==> src/rtl/eql_cam_seq.sv <==
// eql_cam_seq: sequential CAM. Stores up to DEPTH reference words and scans
// them one entry per cycle, starting at index 0, to find the lowest index that
// matches a search key.
//
// Ports:
//   clk, rst          clock, asynchronous active-high reset
//   clr               invalidate all entries (taken only while wr_rdy=1)
//   wr_vld/wr_rdy     write request / accept (wr_idx, wr_dat)
//   srch_vld/srch_rdy search request / accept (srch_key [, srch_msk])
//   rsp_vld/rsp_rdy   result handshake (rsp_hit, rsp_idx)
//
// Optional feature: define EQL_CAM_SEQ_MASK_EN to add srch_msk, a per-bit
// don't-care mask latched with the key. Undefined: exact equality.
module eql_cam_seq #(
  parameter  int WIDTH     = 4,
  parameter  int DEPTH     = 8,
  localparam int DEPTH_LOG = $clog2(DEPTH)
) (
  input  logic                 clk,
  input  logic                 rst,
  input  logic                 clr,
  input  logic                 wr_vld,
  output logic                 wr_rdy,
  input  logic [DEPTH_LOG-1:0] wr_idx,
  input  logic [WIDTH-1:0]     wr_dat,
  input  logic                 srch_vld,
  output logic                 srch_rdy,
  input  logic [WIDTH-1:0]     srch_key,
`ifdef EQL_CAM_SEQ_MASK_EN
  input  logic [WIDTH-1:0]     srch_msk,
`endif
  output logic                 rsp_vld,
  input  logic                 rsp_rdy,
  output logic                 rsp_hit,
  output logic [DEPTH_LOG-1:0] rsp_idx
);

  typedef enum logic [1:0] {IDLE, SCAN, RESP} state_t;

  state_t               state_q, state_d;
  logic [DEPTH_LOG-1:0] cnt_q, cnt_d;
  logic [WIDTH-1:0]     key_q, key_d;
  logic [WIDTH-1:0]     msk_q, msk_d;
  logic                 hit_q, hit_d;
  logic [DEPTH_LOG-1:0] idx_q, idx_d;
  logic                 vld_q;

  logic [WIDTH-1:0]     data_q [DEPTH];
  logic [DEPTH-1:0]     valid_q, valid_d;

  logic                 idx_ok;
  logic                 wr_acc;
  logic                 clr_acc;
  logic [WIDTH-1:0]     diff;
  logic                 match;
  logic                 last;

  // The table is only writable while idle, so it is frozen during a lookup.
  assign wr_rdy   = (state_q == IDLE);
  assign srch_rdy = (state_q == IDLE);

  // Out-of-range write indices can only occur when DEPTH is not a power of 2.
  generate
    if (DEPTH == (1 << DEPTH_LOG)) begin : g_pow2
      assign idx_ok = 1'b1;
    end else begin : g_npow2
      assign idx_ok = ({1'b0, wr_idx} < (DEPTH_LOG+1)'(DEPTH));
    end
  endgenerate

  assign wr_acc  = wr_vld & wr_rdy & idx_ok;
  assign clr_acc = clr & wr_rdy;

  // Clear first, then write: a write coinciding with clr leaves its entry valid.
  always_comb begin
    valid_d = valid_q;
    if (clr_acc) valid_d = '0;
    if (wr_acc)  valid_d[wr_idx] = 1'b1;
  end

  always_ff @(posedge clk or posedge rst) begin
    if (rst) valid_q <= '0;
    else     valid_q <= valid_d;
  end

  // Data array carries no reset; the valid bits qualify every entry.
  always_ff @(posedge clk) begin
    if (wr_acc) data_q[wr_idx] <= wr_dat;
  end

  // Masked-off bits are don't-care; with the mask unused it stays zero.
  assign diff  = (data_q[cnt_q] ^ key_q) & ~msk_q;
  assign match = valid_q[cnt_q] & ~(|diff);
  assign last  = (cnt_q == DEPTH_LOG'(DEPTH - 1));

  always_comb begin
    state_d = state_q;
    cnt_d   = cnt_q;
    key_d   = key_q;
    msk_d   = msk_q;
    hit_d   = hit_q;
    idx_d   = idx_q;
    case (state_q)
      IDLE: begin
        if (srch_vld) begin
          key_d   = srch_key;
`ifdef EQL_CAM_SEQ_MASK_EN
          msk_d   = srch_msk;
`else
          msk_d   = '0;
`endif
          cnt_d   = '0;
          state_d = SCAN;
        end
      end
      SCAN: begin
        if (match) begin
          hit_d   = 1'b1;
          idx_d   = cnt_q;
          state_d = RESP;
        end else if (last) begin
          hit_d   = 1'b0;
          idx_d   = '0;
          state_d = RESP;
        end else begin
          cnt_d   = cnt_q + DEPTH_LOG'(1);
        end
      end
      RESP: begin
        // hit/idx registers are untouched here, so the result holds under stall.
        if (rsp_rdy) state_d = IDLE;
      end
      default: state_d = IDLE;
    endcase
  end

  always_ff @(posedge clk or posedge rst) begin
    if (rst) begin
      state_q <= IDLE;
      cnt_q   <= '0;
      key_q   <= '0;
      msk_q   <= '0;
      hit_q   <= 1'b0;
      idx_q   <= '0;
      vld_q   <= 1'b0;
    end else begin
      state_q <= state_d;
      cnt_q   <= cnt_d;
      key_q   <= key_d;
      msk_q   <= msk_d;
      hit_q   <= hit_d;
      idx_q   <= idx_d;
      // Registered copy of (state==RESP) so rsp_vld is a flop output.
      vld_q   <= (state_d == RESP);
    end
  end

  assign rsp_vld = vld_q;
  assign rsp_hit = hit_q;
  assign rsp_idx = idx_q;

endmodule

==> config.mk <==
export PLATFORM = sky130hd
export DESIGN_NAME = eql_cam_seq
export DESIGN_NICKNAME = d
export VERILOG_FILES = /design/src/rtl/eql_cam_seq.sv
export SDC_FILE = /design/constraint.sdc
export NUM_CORES = 1
export LEC_CHECK = 0
export CORE_AREA = 2 2 68 70
export DETAILED_ROUTE_END_ITERATION = 10
export DIE_AREA = 0 0 70 72
export DONT_BUFFER_PORTS = 1
export MAX_ROUTING_LAYER = met4
export PLACE_DENSITY = 0.72
export REMOVE_ABC_BUFFERS = 1
export SLEW_MARGIN = 20
export SYNTH_ARGS = -nofsm -noshare
export SYNTH_HDL_FRONTEND = slang
export SYNTH_SLANG_ARGS = --single-unit
==> constraint.sdc <==
create_clock -name clk -period 2.4 [get_ports clk]
set_input_delay 0.12 -clock clk [delete_from_list [all_inputs] [get_ports clk]]
set_output_delay 0.12 -clock clk [all_outputs]
set_load 0.03 [all_outputs]
* Word level (Yosys, flattened, before mapping)
Memory sizes are Yosys's and may differ from the RTL's. Cells that the tools add are included.
Word-level totals: bits in registers 22, bits in writable memories 32, bits of input ports 17, output and inout bits 7, word-level logic and storage cells 54, memories 1
Operators by class: add/subtract/negate cells 1, $lt $le $gt $ge 3, equal/unequal tests 7, multiplexer cells 21, bitwise logic cells 6, reduce and logical (&&, ||, !) cells 8
Memories:
- data_q | depth 8, bits a word 4, rd ports 1, clocked after memory_dff 0, wr ports 1, line 48 | logic [WIDTH-1:0] data_q [DEPTH];
Operator list (count):
- two-way mux 8 bit | 2
- two-way mux 3 bit | 5
- less-than comparator 3 x 4 -> 1 bit, second input constant | 2
- two-way mux 2 bit | 4
- OR 8 bit | 1
- two-way mux 1 bit | 6
- one-hot mux 2 bit (3 select lines) | 1
- one-hot mux 3 bit (2 select lines) | 1
- equality test 2 bit, second input constant | 2
- inequality test 2 bit, second input constant | 2
- AND reduction 2 bit | 2
- AND reduction 4 bit | 1
- nonzero test 2 bit | 2
- OR reduction 4 bit | 1
- XOR 4 bit | 1
- adder 3 x 1 -> 3 bit, second input constant | 1
- bitwise AND 1 bit | 3
- binary-select mux 1 bit (select 3 bit) | 1
- demux 1 bit (select 3 bit) | 1
- equality test 3 bit, second input constant | 1
- greater-or-equal comparator 3 x 1 -> 1 bit, second input constant | 1
- equality test 2 x 1 -> 1 bit, second input constant | 1
- zero test 2 bit | 1
- inequality test 2 x 1 -> 1 bit, second input constant | 1
- 2 further kinds | 2

* Logic depth before layout (Yosys ltp)
An unclocked memory read counts as a cell.
word-level depth 8, gate-level depth with buffers 7

* Worst setup path after synthesis
No wires, ideal clock.
path kind register -> register, start point reg cnt_q[0], end point reg cnt_q[0], setup time 0.124 ns, arrival time 1.971 ns, data required time 2.276 ns, slack 0.305 ns, stages on the path, launching flop included 8, path through dfrtp_1 -> buf_6 -> mux4_2 -> mux2i_1 -> xnor2_1 -> nor2_2 -> a211o_2 -> mux2i_1
Between the ends: cells in the longest elaborated chain, start to end 7
Ends and longest elaborated chain:
- start: declaration | line 41 | logic [DEPTH_LOG-1:0] cnt_q, cnt_d;
- start signal: assignment | line 148 | cnt_q <= cnt_d;
- memory (8 x 4 bit)
- XOR 4 bit | line 92 | assign diff = (data_q[cnt_q] ^ key_q) & ~msk_q;
- OR reduction 4 bit | line 93 | assign match = valid_q[cnt_q] & ~(|diff);
- NOT 1 bit | line 93
- bitwise AND 1 bit | line 93
- inequality test 2 bit (no line)
- AND reduction 4 bit (no line)
Several ways; a longest one is shown, not always the timed one. The select of a mux whose other input is x is not followed. A chain may end at the register's enable or synchronous reset.

* Worst setup path in the final report
start point reg cnt_q[0], end point reg cnt_q[2]
Same word-level chain as after synthesis.

==> metrics.txt <==
crit start category flip-flop; setup TNS 0 ps; crit-path max FO 6; Post-Syn Area 2300 µm²; YS warnings 0; gr ovfl total 0; syn_area_per_cell 16.20 µm²; HPWL Detailed 2891 µm; cell area power density 1121 nW/µm²; CTS Buffer Depth 2; Via density 5.853; Sw Share 0.3443; status finished clean; vias in the first global route 1,305; path type of the worst setup path flip-flop to flip-flop; proportion of layout cells with a drive suffix above 1 0.1818; # Max-Cap Violations 0; DIE AREA ~5000 µm²; Slew @ Worst Pin approximately 850 ps; Place WS 193.3 ps; Clk pwr share 0.163; Slew HR 0.4356; gpl congestion approximately 0.81; via total after detailed routing between 1,000 and 1,500; clock skew between 6 and 7 ps; clock slew at reported path FFs around 90 ps; fmax 449.2 MHz; Area Overhead vs Synth 12.57%; initial detailed-routing violation count 89; Num CTS Buffers 5; placed cell area approximately 2400 µm²; Net count, final approximately 180; total power between 0.002 and 0.003 W; Setup-failing EPs final 0; postcts setup bufs 0; power share of the combinational group 0.373; Lkg Pwr between 1 and 1.5 nW; fin. max-slew vios 0; final cycle utilization of the critical path 0.9276; Hold Vio Cnt, Final 0; Reg power frac 0.464; Synth Instances about 140; CP arrival around 2400 ps; Buffers on Ports 0; Design Area, Final around 2600 µm²; core area 4264 µm²; gr usage total 0.1791; Routed wire per std cell about 18 µm; Pint 0.001903 W; clk_lat worst skew 300 ps; H-tree lvl count 2; EDFF count, synth 32; Residual DRC 0; unrepaired setup endpoints after global routing false; first-pass GRT wire length between 6000 and 7000 µm; Sw Pwr ~0.001 W; post-route setup slack around 170 ps; initial antenna violation count 0; num ports 24; clock root cell clkbuf_8; CTS Sinks 54; Crit. End Element flip-flop; ant diodes 0; post-route ant nets 0; initial core utilization 0.5393; Main synth FF type edfxtp_1; worst path required time around 2600 ps; Die Height 72 µm; First-pass DRT Iterations 4; minimum period implied by the final worst setup slack 2226 ps; Netlist cell types 30; row cnt 24; die width around 70 µm; setup slack, reg-to-reg 170 ps; part of the Yosys area used for sequential elements 0.6572; detailed-route wire length around 4000 µm; CTS tree done; FF+latch count, synth 54; Async S/R FF share, synth 0.4074; largest net degree at the start of global routing 23; hold crit path type input pin to flip-flop; Util after Layout 0.6071; Peak VDD IR 0.5841 mV
==> final timing paths <==
kind / start / to / depth (start not counted)
worst min-delay path: wr_idx[1] / data_q[1][1]$_DFFE_PP_ / 2
min in group asynchronous: rst / valid_q[5]$_DFF_PP0_ / 2
worst max register to register: cnt_q[0]$_DFFE_PP0P_ / cnt_q[2]$_DFFE_PP0P_ / 7
worst min register to register: valid_q[3]$_DFF_PP0_ / valid_q[3]$_DFF_PP0_ / 1
max in group asynchronous: rst / cnt_q[2]$_DFFE_PP0P_ / 2
worst max-delay path: cnt_q[0]$_DFFE_PP0P_ / cnt_q[2]$_DFFE_PP0P_ / 7
==> state kept, by name, summed over array words and instances (netlist names) <==
register and cells:
cnt_q 3, state_q 2, rsp_idx 3, rsp_vld 1, key_q 4, data_q 32
valid_q 8, rsp_hit 1
==> worst max-delay path, cell delays in order (launching register included) <==
cell and delay, ps:
dfrtp_1 360, buf_4 180, mux4_1 560, mux2i_1 210
xnor2_1 210, nor3_4 90, a211o_2 360, mux2i_1 140
==> per-stage QoR <==
step	std cells	hold slack, ps
final	217	166.2
after floorplan	138	109.2
after global routing	217	151.4
after global placement	199	186.1
after detailed placement	199	218.6
after CTS	217	163.6
==> cell type report <==
cell class	instances	area, µm²
sequential	54	1511
fill	321	1675
timing repair buffer	19	167.7
multi-input combinational	81	748.2
tap	52	65.06
clock inverter	3	16.27
clock buffer	5	68.82
inverter	3	11.26
==> repair_timing <==
action / in CTS / in global routing
hold endpoints to repair: 60 / 0
gates resized for setup: 0 / 0
hold buffers: 10 / 0
==> power by group through the flow <==
stage	clock [W]	combinational, W	sequential, W
6_report	0.000473	0.00108	0.00135
5_1_grt	0.000529	0.00118	0.00137
4_1_cts	0.000485	0.00109	0.00135
3_5_place_dp	0	0.00107	0.00137
3_3_place_gp	0	0.00104	0.00136
2_1_floorplan	0	0.000775	0.00137
==> Yosys cell counts (all sizes together), types with 2 or more instances <==
| cell | instances | area share |
|---|---|---|
| nand2b | 6 | 0.016 |
| buf | 4 | 0.013 |
| a21o | 8 | 0.026 |
| mux4 | 10 | 0.11 |
| nor2 | 9 | 0.016 |
| mux2 | 4 | 0.020 |
| ha | 2 | 0.011 |
| o21ai | 2 | 0.0044 |
| edfxtp | 32 | 0.42 |
| nand2 | 12 | 0.020 |
| xnor2 | 4 | 0.015 |
| dfrtp | 22 | 0.24 |
| mux2i | 8 | 0.040 |
| o211ai | 3 | 0.0098 |
| nor3 | 3 | 0.011 |
| nand4 | 3 | 0.0082 |
| inv | 3 | 0.0049 |
==> metal layers <==
layer / vias up / GRT usage / share of wire
met2: 24 / 0.2963 / 0.53
met5: - / - / 0
met3: 4 / 0.04306 / 0.029
li1: 582 / - / -
met4: 0 / 0.06838 / 0.011
met1: 660 / 0.2168 / 0.43
==> logic make-up after synthesis <==
| kind of cell | synth area share |
|---|---|
| AO/OA/AOI/OAI | 0.05060 |
| XOR/XNOR | 0.01523 |
| adder cells (fa/ha/maj) | 0.01088 |
| buffers and inverters | 0.01741 |
| flip-flops | 0.6572 |
| multiplexers | 0.1659 |
| AND/OR/NAND/NOR | 0.08271 |
==> cells in the final DEF (no fill, tap or decap), types with 3 or more instances in the layout <==
master	instances
mux2_2	4
mux2i_1	7
dlygate4sd3_1	10
nor2_1	8
nand4_1	3
a21o_1	8
inv_1	3
buf_4	9
nand2b_1	6
edfxtp_1	32
mux4_1	5
mux4_2	5
dfrtp_1	22
nand2_1	12
xnor2_1	4
clkbuf_8	5
o211ai_1	3
No activity file was read; power rests on OpenSTA's default activity.
